File: config.mk
export PLATFORM = sky130hd
export DESIGN_NAME = ch1_sweep_freq
export DESIGN_NICKNAME = d
export VERILOG_FILES = /design/src/rtl/ch1_sweep_freq.sv
export SDC_FILE = /design/constraint.sdc
export NUM_CORES = 1
export LEC_CHECK = 0
export CORE_UTILIZATION = 40
export CTS_BUF_LIST = sky130_fd_sc_hd__clkbuf_16
export DETAILED_ROUTE_END_ITERATION = 12
export SLEW_MARGIN = 20
export SYNTH_ARGS = -nofsm -noshare
export SYNTH_HDL_FRONTEND = slang
export SYNTH_SLANG_ARGS = --single-unit
File: constraint.sdc
create_clock -name phi -period 4.8 [get_ports phi]
set_clock_uncertainty 0.1 [all_clocks]
set_input_delay 0.72 -clock phi [delete_from_list [all_inputs] [get_ports phi]]
set_output_delay 0.72 -clock phi [all_outputs]
set_load 0.02 [all_outputs]
File: src/rtl/ch1_sweep_freq.sv
// rtl/ch1_sweep_freq.sv - channel 1 frequency register, sweep shadow/adder and period counter
module ch1_sweep_freq #(
    parameter int FREQ_W = 11
) (
    input  logic              phi,
    input  logic              apu_reset,
    input  logic [7:0]        d,
    input  logic              apu_wr,
    input  logic              ff13,
    input  logic              ff14,
    input  logic              ff10_neg,
    input  logic              ch1_restart,
    input  logic              ch1_ld_shift,
    input  logic              ch1_shift_clk,
    input  logic              ch1_freq_upd1,
    input  logic              ch1_freq_upd2,
    input  logic              tick_en,
    output logic [FREQ_W-1:0] ch1_freq,
    output logic              ch1_freq_tick,
    output logic              ch1_sweep_ovf
);

    localparam logic [FREQ_W-1:0] CNT_MAX = {FREQ_W{1'b1}};
    localparam logic [FREQ_W-1:0] CNT_ONE = {{(FREQ_W-1){1'b0}}, 1'b1};

    logic [FREQ_W-1:0] freq;
    logic [FREQ_W-1:0] freq_next;
    logic [FREQ_W-1:0] shadow;
    logic [FREQ_W-1:0] cnt;
    logic [FREQ_W:0]   sum;
    logic              ovf_cond;
    logic              tick;
    logic              ovf;

    // The carry out only means overflow when adding; subtraction wraps.
    always_comb begin
        sum       = ff10_neg ? ({1'b0, freq} - {1'b0, shadow})
                             : ({1'b0, freq} + {1'b0, shadow});
        ovf_cond  = !ff10_neg && sum[FREQ_W];
        freq_next = freq;
        if (apu_wr && (ff13 || ff14)) begin
            if (ff13) freq_next[7:0] = d;
            if (ff14) freq_next[FREQ_W-1:8] = d[FREQ_W-9:0];
        end else if (ch1_freq_upd1 && !ovf_cond) begin
            freq_next = sum[FREQ_W-1:0];
        end
    end

    always_ff @(posedge phi) begin
        if (apu_reset) begin
            freq   <= '0;
            shadow <= '0;
            cnt    <= '0;
            tick   <= 1'b0;
            ovf    <= 1'b0;
        end else begin
            freq <= freq_next;

            if (ch1_ld_shift)       shadow <= freq;
            else if (ch1_shift_clk) shadow <= shadow >> 1;

            if (ch1_restart)        ovf <= 1'b0;
            else if (ch1_freq_upd2 && ovf_cond) ovf <= 1'b1;

            // Restart reloads with the freshly written frequency and suppresses the tick.
            tick <= 1'b0;
            if (ch1_restart) begin
                cnt <= freq_next;
            end else if (tick_en) begin
                if (cnt == CNT_MAX) begin
                    cnt  <= freq;
                    tick <= 1'b1;
                end else begin
                    cnt <= cnt + CNT_ONE;
                end
            end
        end
    end

    assign ch1_freq      = freq;
    assign ch1_freq_tick = tick;
    assign ch1_sweep_ovf = ovf;

endmodule

; After elaboration in Yosys (flattened, before gate mapping)
; Index checks and enable logic that the tools add are counted.
[word_totals]
ff_bits = 35
[op_classes]
add_sub_neg = 3
n_eq_ne = 1
muxes = 11
bitwise_logic = 1
reduce_logical = 11
[ops]
columns = op, n
row1 = $mux 11, 7
row2 = $add 11x11->12, 1
row3 = $mux 12, 1
row4 = $sub 11x11->12, 1
row5 = $add 11x1->11 const B, 1
row6 = $eq 11x11->1 const B, 1
row7 = $mux 8, 1
row8 = $logic_and 1x1->1, 4
row9 = $reduce_bool 2->1, 2
row10 = $mux 3, 1
row11 = $reduce_or 3->1, 1
row12 = $logic_not 1->1, 2
row13 = $reduce_or 2->1, 1
row14 = $logic_or 1x1->1, 1
row15 = $mux 1, 1
row16 = $not 1->1, 1

; Longest topological paths before layout
[logic_depth]
word_depth = 8
depth_mapped = 14
ltp_nobuf = 14

; Least setup slack after synthesis
; OpenSTA, ideal clock, no wires.
[synth_path]
kind = reg2reg
start = register shadow[2]
end = register cnt[4]
setup_ns = 0.116
t_arrival_ns = 3.398
required_time_ns = 4.584
setup_slack_ns = 1.186
stages_incl_launch_ff = 13
path_buffers = 0
synth_period_minus_slack_ns = 3.614
path_cell_list = dfxtp_1 -> or4_4 -> nor2_1 -> a21oi_1 -> xnor2_1 -> ha_1 -> a21oi_1 -> nand2_1 -> a221o_1 -> or4_4 -> a32o_2 -> or2_0 -> a31o_2
[synth_between]
elab_chain_cells = 8
elab_cells_between_ends = 9
cone_classes = 2 x add/sub / 4 x mux / 3 x reduce/logical
[synth_rtl]
columns = item, line
row1 = from (decl), 28  ; logic [FREQ_W-1:0] shadow;
row2 = from (signal assigned), 59  ; if (ch1_ld_shift) shadow <= freq;
row3 = from (signal assigned), 60  ; else if (ch1_shift_clk) shadow <= shadow >> 1;
row4 = $add 11x11->12 or $sub 11x11->12 (tied branches), "38, 37"
row5 = $mux 12 *, 37  ; sum = ff10_neg ? ({1'b0, freq} - {1'b0, shadow})
row6 = $logic_and 1x1->1, 39  ; ovf_cond = !ff10_neg && sum[FREQ_W];
row7 = $logic_not 1->1, 44  ; end else if (ch1_freq_upd1 && !ovf_cond) begin
row8 = $logic_and 1x1->1, 44
row9 = $mux 11 *, 44
row10 = $mux 11 *, 41  ; if (apu_wr && (ff13 || ff14)) begin
row11 = $mux 11 *, 67  ; if (ch1_restart) begin
row12 = to (signal assigned), 68  ; cnt <= freq_next;
row13 = to (signal assigned), 71  ; cnt <= freq;
row14 = to (signal assigned), 74  ; cnt <= cnt + CNT_ONE;
row15 = to (decl), 29  ; logic [FREQ_W-1:0] cnt;
; Every way passes the cells marked *; elsewhere a longest branch is shown, timed or not.
; A chain may end at the register's enable or synchronous reset.

; Final worst setup path
[layout_path]
start = input ff10_neg
end = register cnt[8]
[layout_between]
elab_chain_cells = 7
elab_cells_between_ends = 8
cone_classes = 4 x mux / 4 x reduce/logical
[layout_rtl]
columns = item, line
row1 = from (decl), 11  ; input logic ff10_neg,
row2 = $mux 12 or $logic_not 1->1 (tied branches), "37, 39"
row3 = $logic_and 1x1->1, 39
row4 = $logic_not 1->1, 44
row5 = $logic_and 1x1->1, 44
row6 = $mux 11 *, 44
row7 = $mux 11 *, 41
row8 = $mux 11 *, 67
; Marks and branches as above.

==> flow_summary.json <==
{
  "status": "finished, final reports clean",
  "leakage_nw": 1.19,
  "fin_ws_ns": 0.672,
  "path_class": "input pin to register",
  "cts_tree": "yes",
  "synth-edff-count": 0,
  "slew_viol_final": 0,
  "insertion_delay_ns": 0.28,
  "async_reset_ff_share_pct": 0,
  "synthTopCellsByCount": "nor2_1, dfxtp_1, a21oi_1",
  "clock.fmax_mhz": 242,
  "grt_pass1_vias": 2267,
  "synth_nets": 363,
  "slew_headroom_pct": 51.1,
  "initial_core_util_pct": 42.4,
  "yosys_register_bits": 35,
  "critPathBufInv": 1,
  "wl_um": 6960,
  "synth_ff_type": "dfxtp_1",
  "critPathArrivalTime_ns": 4.21,
  "dp_hpwl_um": 5390,
  "ir_drop_mv": 0.218,
  "critical-path-top-delay-family": "compound AO/OA/AOI/OAI gates",
  "clock_path_buffers": 2,
  "cp_max_fo": 12,
  "track_usage_pct": 22.7,
  "tns_ns": 0,
  "synth_area_leaders": "dfxtp_1, nor2_1, a21oi_1",
  "via_count": 2526,
  "yosysWarnings": 0,
  "worst_setup_path_end_kind": "register",
  "total_power_w": 0.00139,
  "hold_path.class": "register to register",
  "grt_max_degree": 31,
  "seq_area_frac_synth_pct": 27.4,
  "synth_top_area_share_pct": 27.4,
  "synth.largest_area_cell": "dfxtp_1",
  "wl_per_cell_um": 16.1,
  "grt-ovfl-total": 0,
  "grt_pass1_wl_um": 11400,
  "dieArea_um2": 6710,
  "postPlaceCellArea_um2": 2940,
  "vias_per_cell": 5.83,
  "slowest_stage": "clkdlybuf4s50_1",
  "setup_viol": 0,
  "crit_chain": "clkdlybuf4s50_1, mux2i_1, ha_1, nor2b_1, o2111ai_1, a21oi_1, o21ai_0, nand3_2, or3_1, a311oi_1",
  "cellPowerDensity_nw_per_um2": 452,
  "cts_setup_buffers": 0,
  "antenna_found_initial": 0,
  "ctsHoldBuffers": 0,
  "ios": 33,
  "cp.required_ns": 4.88,
  "final_nets": 391,
  "cts_made_buffers": 5,
  "antenna_cells": 0,
  "synthDistinctLibCells": 62,
  "fin_crit_ns": 4.13,
  "die_w_um": 81.9,
  "fin_crit_sh_pct": 86.0,
  "hold_violations": 0,
  "startpoint_type": "input pin",
  "drtAntennaViolNets": 0,
  "syn_avg_cell_area_um2": 7.77,
  "slowest_delay_ns": 0.76,
  "syn_area_um2": 2560,
  "area_delta_synth_final_pct": 20.7,
  "cts.clk_slew.worst_paths_ns": 0.06,
  "drive_above_1_share_pct": 6.42,
  "root_buffer": "clkbuf_16",
  "fin_util_pct": 51.2,
  "pre_cts_ws_ns": 0.397,
  "drc": 0,
  "ctsHtreeMaxLevel": 2,
  "fin_area_um2": 3090,
  "die_height_um": 81.9,
  "rows": 28,
  "rsz0062_at_grt": "false",
  "cts_resized": 0,
  "yosysMostFrequentCell": "nor2_1",
  "place.gp.congestion": 0.917,
  "drt_iter0_drc": 135,
  "io_buffers": 32,
  "max-cap-violations": 0,
  "synthCells": 329,
  "clock_sinks": 35,
  "first_pass_iters": 4,
  "tightest_slew_ns": 0.732,
  "core_area_um2": 6030
}
where the power goes:
| part | switching, W | internal (W) | total [W] |
|---|---|---|---|
| clock | 0.000133 | 0.000191 | 0.000324 |
| combinational | 0.000352 | 0.000305 | 0.000657 |
| sequential | 0.0000745 | 0.000338 | 0.000413 |
cells in the final DEF, fill, tap and decap left out, drive strengths merged, types with 5 or more instances in the layout:
cell / instances
nor2: 51
a31oi: 6
ha: 13
mux2i: 14
xnor2: 12
o21ai: 13
clkbuf: 5
clkdlybuf4s50: 32
a211oi: 9
nand3: 16
a21oi: 34
nand2: 22
nor3: 6
dfxtp: 35
inv: 10
stage by stage:
stage                     hold WS (ns)  instances
after floorplan                  0.423        329
after global placement           0.378        425
after detailed placement         0.374        425
after CTS                        0.392        433
after global routing             0.414        433
final                            0.385        433
worst min-delay path: cells and delay by family (launching register included):
family,cells,cell delay (ns)
flip-flops,1,0.33
AO/OA/AOI/OAI,1,0.04
AND/OR/NAND/NOR,1,0.08
flip-flops by register name, summed over array words and instances (netlist names):
register and count:
ch1_freq 11, cnt 11, shadow 11, ch1_freq_tick 1
ch1_sweep_ovf 1
logic make-up (layout without fill, tap and decap cells):
logic type	after synthesis	after routing	share of synthesized area (%)
AND/OR/NAND/NOR	126	126	24.1
adder cells (fa/ha/maj)	14	14	7.15
multiplexers	17	17	6.80
buffers and inverters	24	53	3.52
flip-flops	35	35	27.4
AO/OA/AOI/OAI	99	99	26.2
XOR/XNOR	14	14	4.80
layer usage:
metal  global-route usage [%]  vias to the layer above  share of wire [%]
met4                     5.96                        0                1.0
met3                     3.78                        7                4.5
met1                     31.8                     1181                 49
li1                         -                     1275                  -
met5                        0                        -                  0
met2                     35.5                       63                 46
area by class of cell:
| cell class | count | area [um^2] |
|---|---|---|
| multi-input combinational | 270 | 1770 |
| clock inverter | 3 | 20.0 |
| tap | 75 | 93.8 |
| fill | 606 | 2940 |
| clock buffer | 5 | 125 |
| sequential | 35 | 701 |
| timing repair buffer | 35 | 343 |
| inverter | 10 | 37.5 |
path summary, 6_finish.rpt:
check             cells after the start           from            end  slack, ns
setup / recovery                     10       ff10_neg         cnt[8]       0.67
hold / removal                        2  ch1_sweep_ovf  ch1_sweep_ovf       0.38
setup reg to reg                     12      shadow[2]         cnt[8]       0.79
hold reg to reg                       2  ch1_sweep_ovf  ch1_sweep_ovf       0.38
(Power assumes the default switching activity.)
